[config.mk]
export PLATFORM = sky130hd
export DESIGN_NAME = subservient_loader
export DESIGN_NICKNAME = d
export VERILOG_FILES = /design/src/rtl/subservient_loader.sv
export SDC_FILE = /design/constraint.sdc
export NUM_CORES = 1
export LEC_CHECK = 0
export ABC_AREA = 1
export BUFFER_PORTS_ARGS = -buffer_cell sky130_fd_sc_hd__buf_4
export CAP_MARGIN = 10
export CORE_ASPECT_RATIO = 2
export CORE_UTILIZATION = 40
export DETAILED_ROUTE_END_ITERATION = 10
export GPL_TIMING_DRIVEN = 0
export PLACE_DENSITY_LB_ADDON = 0.08
export SLEW_MARGIN = 20
export SYNTH_ARGS = -nofsm -noshare
export SYNTH_HDL_FRONTEND = slang
export SYNTH_SLANG_ARGS = --single-unit
[constraint.sdc]
create_clock -name i_clk -period 4.1 [get_ports i_clk]
set_input_delay 1.23 -clock i_clk [delete_from_list [all_inputs] [get_ports i_clk]]
set_output_delay 1.23 -clock i_clk [all_outputs]
set_load 0.05 [all_outputs]
[src/rtl/subservient_loader.sv]
// Byte-stream program loader: packs bytes into words and writes them over a debug Wishbone port.
// Define SUBSERVIENT_LOADER_READBACK_EN to read back and verify each word after writing it.
module subservient_loader #(
    parameter int memsize = 512
) (
    input  logic        i_clk,
    input  logic        i_rst,
    input  logic        i_start,
    input  logic [7:0]  i_data,
    input  logic        i_valid,
    input  logic        i_last,
    output logic        o_ready,
    output logic        o_debug_mode,
    output logic        o_cpu_rst,
    output logic [31:0] o_wb_dbg_adr,
    output logic [31:0] o_wb_dbg_dat,
    output logic [3:0]  o_wb_dbg_sel,
    output logic        o_wb_dbg_we,
    output logic        o_wb_dbg_stb,
    input  logic [31:0] i_wb_dbg_rdt,
    input  logic        i_wb_dbg_ack,
    output logic        o_done,
    output logic        o_err
);

    localparam int AW = $clog2(memsize / 4);

`ifdef SUBSERVIENT_LOADER_READBACK_EN
    typedef enum logic [2:0] {S_IDLE, S_COLLECT, S_WRITE, S_RELEASE, S_CHECK} state_t;
`else
    typedef enum logic [2:0] {S_IDLE, S_COLLECT, S_WRITE, S_RELEASE} state_t;
`endif

    state_t        state_q;
    logic [AW-1:0] addr_q;
    logic [AW-1:0] addr_d;
    logic [1:0]    lane_q;
    logic          last_q;
    logic [31:0]   dat_q;
    logic [3:0]    sel_q;
    logic          ready_q, dbg_q, cpurst_q, stb_q, done_q, err_q;
    logic          ack_hit;
    logic          adv;

    assign addr_d  = addr_q + 1'b1;
    assign ack_hit = stb_q & i_wb_dbg_ack;

`ifdef SUBSERVIENT_LOADER_READBACK_EN
    logic        we_q;
    logic [31:0] rb_mask;
    logic        rb_mismatch;

    assign rb_mask     = {{8{sel_q[3]}}, {8{sel_q[2]}}, {8{sel_q[1]}}, {8{sel_q[0]}}};
    assign rb_mismatch = |((i_wb_dbg_rdt ^ dat_q) & rb_mask);
    assign adv         = (state_q == S_CHECK) & ack_hit;
    assign o_wb_dbg_we = we_q;
`else
    logic unused_rdt;

    assign unused_rdt  = ^i_wb_dbg_rdt;
    assign adv         = (state_q == S_WRITE) & ack_hit;
    assign o_wb_dbg_we = stb_q;
`endif

    always_ff @(posedge i_clk) begin
        if (i_rst) begin
            state_q  <= S_IDLE;
            addr_q   <= '0;
            lane_q   <= 2'd0;
            last_q   <= 1'b0;
            dat_q    <= 32'd0;
            sel_q    <= 4'd0;
            ready_q  <= 1'b0;
            dbg_q    <= 1'b0;
            cpurst_q <= 1'b0;
            stb_q    <= 1'b0;
            done_q   <= 1'b0;
            err_q    <= 1'b0;
`ifdef SUBSERVIENT_LOADER_READBACK_EN
            we_q     <= 1'b0;
`endif
        end else begin
            done_q <= 1'b0;
            case (state_q)
                S_IDLE: begin
                    if (i_start) begin
                        state_q  <= S_COLLECT;
                        addr_q   <= '0;
                        lane_q   <= 2'd0;
                        last_q   <= 1'b0;
                        dat_q    <= 32'd0;
                        sel_q    <= 4'd0;
                        err_q    <= 1'b0;
                        ready_q  <= 1'b1;
                        dbg_q    <= 1'b1;
                        cpurst_q <= 1'b1;
                    end
                end
                S_COLLECT: begin
                    if (i_valid && ready_q) begin
                        dat_q[{lane_q, 3'b000} +: 8] <= i_data;
                        sel_q[lane_q] <= 1'b1;
                        lane_q        <= lane_q + 2'd1;
                        last_q        <= i_last;
                        if (lane_q == 2'd3 || i_last) begin
                            state_q <= S_WRITE;
                            ready_q <= 1'b0;
                            stb_q   <= 1'b1;
`ifdef SUBSERVIENT_LOADER_READBACK_EN
                            we_q    <= 1'b1;
`endif
                        end
                    end
                end
                S_WRITE: begin
                    if (ack_hit) begin
                        stb_q   <= 1'b0;
`ifdef SUBSERVIENT_LOADER_READBACK_EN
                        we_q    <= 1'b0;
                        state_q <= S_CHECK;
`endif
                    end
                end
`ifdef SUBSERVIENT_LOADER_READBACK_EN
                S_CHECK: begin
                    // One idle cycle after the write ack, then the read strobe.
                    if (!stb_q) begin
                        stb_q <= 1'b1;
                    end else if (ack_hit) begin
                        stb_q <= 1'b0;
                        if (rb_mismatch)
                            err_q <= 1'b1;
                    end
                end
`endif
                S_RELEASE: begin
                    cpurst_q <= 1'b0;
                    state_q  <= S_IDLE;
                end
                default: state_q <= S_IDLE;
            endcase

            // Word completed: advance address and pick the next phase.
            if (adv) begin
                addr_q <= addr_d;
                if (&addr_q)
                    err_q <= 1'b1;
                lane_q <= 2'd0;
                dat_q  <= 32'd0;
                sel_q  <= 4'd0;
                if (last_q) begin
                    state_q <= S_RELEASE;
                    dbg_q   <= 1'b0;
                    done_q  <= 1'b1;
                end else begin
                    state_q <= S_COLLECT;
                    ready_q <= 1'b1;
                end
            end
        end
    end

    assign o_ready      = ready_q;
    assign o_debug_mode = dbg_q;
    assign o_cpu_rst    = cpurst_q;
    assign o_wb_dbg_adr = {{(30 - AW){1'b0}}, addr_q, 2'b00};
    assign o_wb_dbg_dat = dat_q;
    assign o_wb_dbg_sel = sel_q;
    assign o_wb_dbg_stb = stb_q;
    assign o_done       = done_q;
    assign o_err        = err_q;

endmodule

==> run_results.csv, run 1 <==
group,metric,value,unit
job,cap_violations,0,
clocking,clock_latency,0.29,ns
die,start_util,41.9,%
final_layout,drive_above_1_share,26.2,%
placed_design,dp_hpwl,5450,µm
sta,slew_viol_final,0,
sta,min_period_over_period,54.5,%
sta,max_freq,0.448,GHz
routing,ant_nets,0,
sta,worst-slew-pin-transition,0.529,ns
sta,hold_ws,0.471,ns
clocking,post-cts-setup-buffer-count,0,
critical_path,required,2.87,ns
routing,drc,0,
critical_path,crit_path_start_kind,"flip-flop",
clocking,clock-sinks,54,
status,outcome,"completed",
global_routing,grt_antenna_before_repair,0,
clocking,clk_pin_slew_worst_paths,0.07,ns
die,die_h,117,µm
clocking,cts_tree,"done",
sta,setup_viol,0,
power,power.leakage,1.68,nW
routing,wl_per_cell,12.2,µm
sta,tns,0,ns
sta,finalHoldViolCount,0,
placed_design,gp_congestion,0.874,
routing,firstDrtPassIters,4,
routing,wirelength,6730,µm
die,dieArea,7010,µm²
final_layout,diodes,0,
die,chipWidth,59.7,µm
power,ir_worst_vdd,0.000333,V
placed_design,io_buffers,63,
global_routing,grt_max_degree,17,
critical_path,path_max_fanout,4,
clocking,htreeDepth,2,
routing,drtIter0Drc,68,
logic_synthesis,ys_ff_latch,54,
sta,grt_setup_unrepaired,"false",
clocking,clk_path_buf_depth,2,
min_path,hp-class,"reg -> reg",
logic_synthesis,yosysUniqueCellTypes,30,
power,power_density,615,nW/µm²
logic_synthesis,seq_area_frac_synth,40.6,%
clocking,cts-root-buf,"clkbuf_16",
power,finalPower,2.15,mW
global_routing,grt_pass1_vias,2456,
routing,via_per_inst,4.63,
logic_synthesis,synth_cells,370,
critical_path,cp-end-kind,"output pin",
clocking,cts_buffers,5,
clocking,cts_resized,0,
critical_path,arrival,1.00,ns
logic_synthesis,synthesis.area,2660,µm²
placed_design,placed_area,3330,µm²
sta,layout_min_cycle_time,2.23,ns
final_layout,area_growth,31.4,%
die,rows,41,
final_layout,final_area,3500,µm²
clocking,cts_hold_buf,0,
final_layout,final_cell_mix,"90 x buf_4, 83 x nor2_1, 54 x dfxtp_1",
logic_synthesis,synth_area_per_cell,7.20,µm²
die,core-area,6360,µm²
final_layout,nets,515,
final_layout,final_common_cell,"buf_4",
logic_synthesis,yosysWarningCount,0,
die,io_pins,121,
sta,slew_headroom,64.7,%
critical_path,critPathKind,"reg -> out",
routing,vias,2551,
global_routing,grt_pass1_wl,10900,µm
global_routing,grt_usage,20.5,%
sta,skew,0.00346,ns
global_routing,grt_overflow_total,0,
final cells by class:
cell class,instances,area (µm²)
plain buffers,35,255
clock buffers,5,125
clock inverters,3,40.0
fillers,693,2860
inverters,33,125
multi-input cells,272,1290
flip-flops and latches,54,1080
well taps,86,108
repair buffers,63,473
path summary, 6_finish.rpt:
check                                      from                             to  slack [ns]  depth (start not counted)
setup / recovery      o_wb_dbg_stb$_SDFFE_PP0P_                    o_wb_dbg_we        1.87                          2
hold reg to reg   o_wb_dbg_dat[24]$_SDFFE_PP0P_  o_wb_dbg_dat[24]$_SDFFE_PP0P_        0.47                          2
hold / removal    o_wb_dbg_dat[24]$_SDFFE_PP0P_  o_wb_dbg_dat[24]$_SDFFE_PP0P_        0.47                          2
setup reg to reg         lane_q[0]$_SDFFE_PP0P_   o_wb_dbg_dat[7]$_SDFFE_PP0P_        2.07                         10
per-stage QoR:
step | worst slack [ns] | instances | utilization [%]
6_report | 1.87 | 551 | 55.0
5_1_grt | 1.82 | 551 | 55.0
4_1_cts | 1.85 | 551 | 55.0
3_5_place_dp | 1.76 | 543 | 52.4
3_3_place_gp | 1.79 | 543 | 52.4
2_1_floorplan | 1.94 | 394 | -
power breakdown:
| part | internal, mW | switching [mW] |
|---|---|---|
| logic | 0.281 | 0.712 |
| clock network | 0.286 | 0.193 |
| registers | 0.621 | 0.0590 |
cell usage after synthesis:
cell,instances,share of area [%]
inv_1,30,4.2
nor3_1,6,1.1
nor2_4,4,1.7
nand2_2,2,0.47
buf_6,1,0.42
inv_2,2,0.28
o21ai_2,2,0.66
nand4_1,4,0.94
conb_1,1,0.14
clkinv_2,1,0.19
nand3b_1,1,0.28
a21oi_2,1,0.33
a21oi_4,2,1.2
o21ai_0,30,5.6
nor2_1,83,12
nand2_1,53,7.5
dfxtp_1,54,41
o21ai_1,1,0.19
or2_0,1,0.24
buf_2,4,0.75
a31oi_1,2,0.47
buf_4,27,7.6
ha_1,5,2.3
clkbuf_8,1,0.52
nand3_1,11,2.1
nand2_4,3,1.3
nor2_2,1,0.24
o21a_1,1,0.28
a21oi_1,34,6.4
clkbuf_1,2,0.28
registers in the layout (all words and copies together) (netlist names):
register      flops
o_debug_mode      1
addr_q            7
state_q           2
last_q            1
o_wb_dbg_dat     32
o_wb_dbg_sel      4
o_ready           1
o_err             1
o_wb_dbg_stb      1
lane_q            2
o_cpu_rst         1
o_done            1
routing by layer:
metal	share of wire [%]	global-route usage, %	vias up
li1	-	-	1320
met1	35	19.1	1151
met2	58	39.2	64
met3	3.8	3.64	16
met4	3.7	10.0	0
met5	0	0	-
cells by family after synthesis:
logic type	synth area share [%]
AO/OA/AOI/OAI	15.2
adder cells (fa/ha/maj)	2.35
buffers and inverters	14.3
flip-flops	40.6
other	0.141
AND/OR/NAND/NOR	27.5
worst max-delay path: stages, from the launching register on:
cell	delay [ns]
dfxtp_1	0.40
buf_4	0.13
buf_4	0.18
Note: power is estimated with default switching activity, not from simulation.
==> run 2: changes to the inputs <==
Clock period 4.1 ns to 2.2 ns, I/O delays scaled along.
==> run_results.csv, run 2 (same netlist as run 1, synthesis figures left out) <==
group,metric,value,unit
status,outcome,"completed",
clocking,cts-root-buf,"clkbuf_16",
routing,wirelength,6720,µm
placed_design,placed_area,3330,µm²
routing,wl_per_cell,12.2,µm
power,power_density,1140,nW/µm²
final_layout,nets,515,
routing,ant_nets,0,
placed_design,gp_congestion,0.874,
clocking,htreeDepth,2,
critical_path,cp-end-kind,"flip-flop",
critical_path,r2r_end,"o_wb_dbg_dat[16]$_SDFFE_PP0P_",
routing,drtIter0Drc,63,
die,dieArea,7010,µm²
die,core-area,6360,µm²
final_layout,area_growth,31.6,%
final_layout,drive_above_1_share,26.5,%
min_path,worstHoldStart,"o_wb_dbg_dat[24]$_SDFFE_PP0P_",
clocking,clk_path_buf_depth,2,
die,rows,41,
sta,finalHoldViolCount,0,
final_layout,final_area,3500,µm²
job,cap_violations,0,
final_layout,final_cell_mix,"90 x buf_4, 83 x nor2_1, 54 x dfxtp_1",
critical_path,r2r_slack,0.19,ns
die,start_util,41.9,%
global_routing,grt_pass1_vias,2456,
power,ir_worst_vdd,0.000615,V
routing,drc,0,
sta,worst-slew-pin-transition,0.511,ns
routing,via_per_inst,4.61,
clocking,clock_latency,0.29,ns
min_path,whs_endpoint,"o_wb_dbg_dat[24]$_SDFFE_PP0P_",
clocking,clock-sinks,54,
sta,skew,0.00343,ns
critical_path,required,2.44,ns
clocking,cts_tree,"done",
die,die_h,117,µm
min_path,hp-class,"reg -> reg",
sta,min_period_over_period,91.2,%
sta,slew_viol_final,0,
clocking,clk_pin_slew_worst_paths,0.07,ns
critical_path,path_max_fanout,9,
routing,firstDrtPassIters,4,
critical_path,worstRegToRegCells,11,
critical_path,critPathKind,"reg -> reg",
final_layout,final_common_cell,"buf_4",
critical_path,arrival,2.24,ns
critical_path,crit_path_start_kind,"flip-flop",
sta,max_freq,0.498,GHz
min_path,worstHoldPathCells,2,
global_routing,grt_pass1_wl,10900,µm
die,chipWidth,59.7,µm
die,io_pins,121,
clocking,cts_hold_buf,0,
routing,vias,2539,
global_routing,grt_usage,20.5,%
sta,layout_min_cycle_time,2.01,ns
final_layout,final_core_utilization,55.1,%
placed_design,dp_hpwl,5450,µm
critical_path,worstReg2RegStart,"lane_q[0]$_SDFFE_PP0P_",
power,power.leakage,1.68,nW
clocking,cts_buffers,5,
final_layout,diodes,0,
sta,setup_viol,0,
global_routing,grt_max_degree,17,
sta,slew_headroom,65.9,%
placed_design,io_buffers,63,
global_routing,grt_overflow_total,0,
sta,grt_setup_unrepaired,"true",
final_layout,largest_reg_flops,32,
global_routing,grt_antenna_before_repair,0,
-- run 2: routing by layer --
metal | track usage (%) | share of wire, % | vias to the layer above | wire length, µm
met4 | 10.0 | 3.5 | 0 | 234
met1 | 19.1 | 34 | 1136 | 2320
li1 | - | - | 1319 | -
met5 | 0 | 0 | - | 0
met3 | 3.64 | 4.0 | 15 | 270
met2 | 39.2 | 58 | 69 | 3900
-- run 2: layout make-up --
cell class / instances / area, µm²
tap: 86 / 108
sequential: 54 / 1080
buffer: 35 / 255
clock buffer: 5 / 125
fill: 694 / 2860
clock inverter: 3 / 40.0
inverter: 33 / 125
timing repair buffer: 63 / 473
multi-input combinational: 272 / 1300
-- run 2: stage by stage --
step | setup TNS [ns] | total power, mW | hold slack [ns] | worst slack, ns | instances
global route | -0.108 | 4.25 | 0.499 | -0.0427 | 551
detailed placement | 0 | 3.15 | 0.464 | 0.224 | 543
global placement | 0 | 3.13 | 0.459 | 0.264 | 543
floorplan | 0 | 2.67 | 0.442 | 0.522 | 394
finish | 0 | 4.01 | 0.471 | 0.194 | 551
CTS | 0 | 4.04 | 0.475 | 0.205 | 551
-- run 2: how the worst max path moves through the flow --
stage,slack [ns],cells past startpoint,startpoint,to
after floorplan,0.52,10,lane_q[0]$_SDFFE_PP0P_,o_wb_dbg_dat[1]$_SDFFE_PP0P_
after global placement,0.26,9,lane_q[0]$_SDFFE_PP0P_,o_wb_dbg_dat[13]$_SDFFE_PP0P_
after detailed placement,0.22,10,lane_q[0]$_SDFFE_PP0P_,o_wb_dbg_dat[4]$_SDFFE_PP0P_
after CTS,0.21,10,lane_q[0]$_SDFFE_PP0P_,o_wb_dbg_dat[4]$_SDFFE_PP0P_
after global routing,-0.04,10,lane_q[0]$_SDFFE_PP0P_,o_wb_dbg_dat[5]$_SDFFE_PP0P_
final,0.19,11,lane_q[0]$_SDFFE_PP0P_,o_wb_dbg_dat[16]$_SDFFE_PP0P_
-- run 2: power by group --
| part | internal [mW] | switching (mW) | total, mW |
|---|---|---|---|
| clock network | 0.533 | 0.356 | 0.889 |
| logic | 0.525 | 1.33 | 1.86 |
| registers | 1.16 | 0.110 | 1.27 |
-- run 2: repair_timing --
action / 4_1_cts / 5_1_grt
endpoints found under the setup margin: 0 / 8
buffers inserted: 0 / 0
resized for setup: 0 / 1
endpoints found under the hold margin: 0 / 0
-- run 2: worst max-delay path, stage by stage, from the launching register on --
cell and delay, ns:
dfxtp_1 0.37, buf_2 0.20, inv_1 0.16, ha_1 0.23, buf_2 0.19, inv_1 0.16
nand3_1 0.14, nor2_4 0.21, nand2_1 0.08, nand2_1 0.07, nand2_1 0.06, nor2_1 0.08
==> run 3: changes to the inputs <==
Settings changed: CORE_UTILIZATION 40 to 47, GPL_TIMING_DRIVEN 0 to not set.
==> run_results.csv, run 3 (same netlist as run 1, synthesis figures left out) <==
group,metric,value,unit
final_layout,final_cell_mix,"83 x nor2_1, 66 x buf_4, 54 x dfxtp_1",
critical_path,worstRegToRegCells,8,
placed_design,io_buffers,63,
critical_path,r2r_slack,0.30,ns
routing,drc,0,
global_routing,grt_pass1_wl,10000,µm
clocking,cts_tree,"done",
critical_path,worstReg2RegStart,"lane_q[0]$_SDFFE_PP0P_",
final_layout,fillCellCount,579,
placed_design,dp_cells,485,
placed_design,dp_hpwl,5000,µm
routing,wirelength,6290,µm
routing,ant_nets,0,
die,rows,38,
min_path,worstHoldPathCells,2,
sta,finalHoldViolCount,0,
critical_path,crit_path_start_kind,"flip-flop",
final_layout,drive_above_1_share,21.1,%
final_layout,nets,483,
global_routing,grt_antenna_before_repair,0,
clocking,clk_pin_slew_worst_paths,0.09,ns
clocking,htreeDepth,2,
power,ir_worst_vdd,0.000660,V
status,outcome,"completed",
clocking,clock_latency,0.31,ns
die,core-area,5420,µm²
min_path,hp-class,"reg -> reg",
routing,firstDrtPassIters,4,
power,finalPower,3.71,mW
critical_path,required,2.44,ns
routing,vias,2416,
global_routing,grt_max_degree,32,
sta,grt_setup_unrepaired,"false",
clocking,clock-sinks,54,
sta,skew,0.00925,ns
sta,max_freq,0.525,GHz
placed_design,gp_congestion,0.845,
die,start_util,49.1,%
power,power.leakage,1.49,nW
global_routing,grt_usage,21.1,%
sta,setup_viol,0,
sta,tns,0,ns
die,io_pins,121,
final_layout,area_growth,19.4,%
sta,layout_min_cycle_time,1.90,ns
critical_path,cp-end-kind,"flip-flop",
sta,slew_viol_final,0,
clocking,clk_path_buf_depth,2,
critical_path,r2r_end,"o_wb_dbg_dat[1]$_SDFFE_PP0P_",
global_routing,grt_pass1_vias,2237,
die,die_h,108,µm
final_layout,final_common_cell,"nor2_1",
final_layout,diodes,0,
routing,via_per_inst,4.91,
job,cap_violations,0,
min_path,whs_endpoint,"o_err$_SDFF_PP0_",
routing,wl_per_cell,12.8,µm
final_layout,largest_reg_flops,32,
die,chipWidth,55.2,µm
critical_path,arrival,2.15,ns
critical_path,critPathKind,"reg -> reg",
clocking,cts_hold_buf,0,
min_path,worstHoldStart,"o_err$_SDFF_PP0_",
sta,min_period_over_period,86.5,%
critical_path,path_max_fanout,9,
clocking,cts_resized,0,
power,power_density,1160,nW/µm²
routing,drtIter0Drc,75,
clocking,cts_buffers,5,
final_layout,finalNonFillerCells,492,
clocking,post-cts-setup-buffer-count,0,
die,dieArea,5990,µm²
clocking,cts-root-buf,"clkbuf_8",
global_routing,grt_overflow_total,0,
## run 3: changes by cell type in the layout (fill, tap and decap cells not counted), moves of 2 or more
cell | previous run | this run
clkbuf_16 | 5 | 0
clkinv_2 | 3 | 1
buf_4 | 90 | 66
buf_2 | 4 | 0
clkbuf_1 | 2 | 0
clkbuf_8 | 1 | 6
## run 3: where the power goes
part,internal [mW],leakage [nW],switching [mW]
combinational,0.466,0.990,1.31
clock,0.364,0.0573,0.309
sequential,1.16,0.442,0.105
total,1.99,1.49,1.72
## run 3: cell type report
cell class	count	area, µm²	share of cell area, %
clock inverter	1	30.0	0.944
multi-input combinational	272	1290	40.6
sequential	54	1080	34.0
timing repair buffer	66	495	15.6
clock buffer	6	82.6	2.60
inverter	33	125	3.93
tap	60	75.1	2.36
## run 3: worst max-delay path by stage
stage	from	cells past startpoint	slack, ns	endpoint
after CTS	lane_q[0]$_SDFFE_PP0P_	8	0.30	o_wb_dbg_dat[1]$_SDFFE_PP0P_
after detailed placement	lane_q[0]$_SDFFE_PP0P_	8	0.33	o_wb_dbg_dat[1]$_SDFFE_PP0P_
after global routing	lane_q[0]$_SDFFE_PP0P_	8	0.12	o_wb_dbg_dat[1]$_SDFFE_PP0P_
after floorplan	lane_q[0]$_SDFFE_PP0P_	10	0.52	o_wb_dbg_dat[1]$_SDFFE_PP0P_
final	lane_q[0]$_SDFFE_PP0P_	8	0.30	o_wb_dbg_dat[1]$_SDFFE_PP0P_
after global placement	lane_q[0]$_SDFFE_PP0P_	8	0.40	o_wb_dbg_dat[4]$_SDFFE_PP0P_
## run 3: layer usage
metal	wire length [µm]	vias up	GRT usage, %
li1	-	1253	-
met2	3590	69	41.5
met3	215	19	3.11
met1	2260	1075	20.3
met5	0	-	0
met4	221	0	11.4
## run 3: critical path, stage by stage, from the launching register on
cell     delay [ns]
dfxtp_1        0.32
inv_1          0.18
ha_1           0.45
inv_1          0.17
nor2_1         0.12
nand3_1        0.24
nor2_1         0.17
o21ai_0        0.10
nor2_1         0.10
## run 3: per-stage QoR
step	worst slack [ns]	util [%]	hold WS, ns	cell area [µm²]
2_1_floorplan	0.522	-	0.442	2750
3_3_place_gp	0.397	56.6	0.458	3070
3_5_place_dp	0.325	56.6	0.459	3070
4_1_cts	0.304	58.7	0.476	3180
5_1_grt	0.122	58.7	0.508	3180
6_report	0.296	58.7	0.473	3180
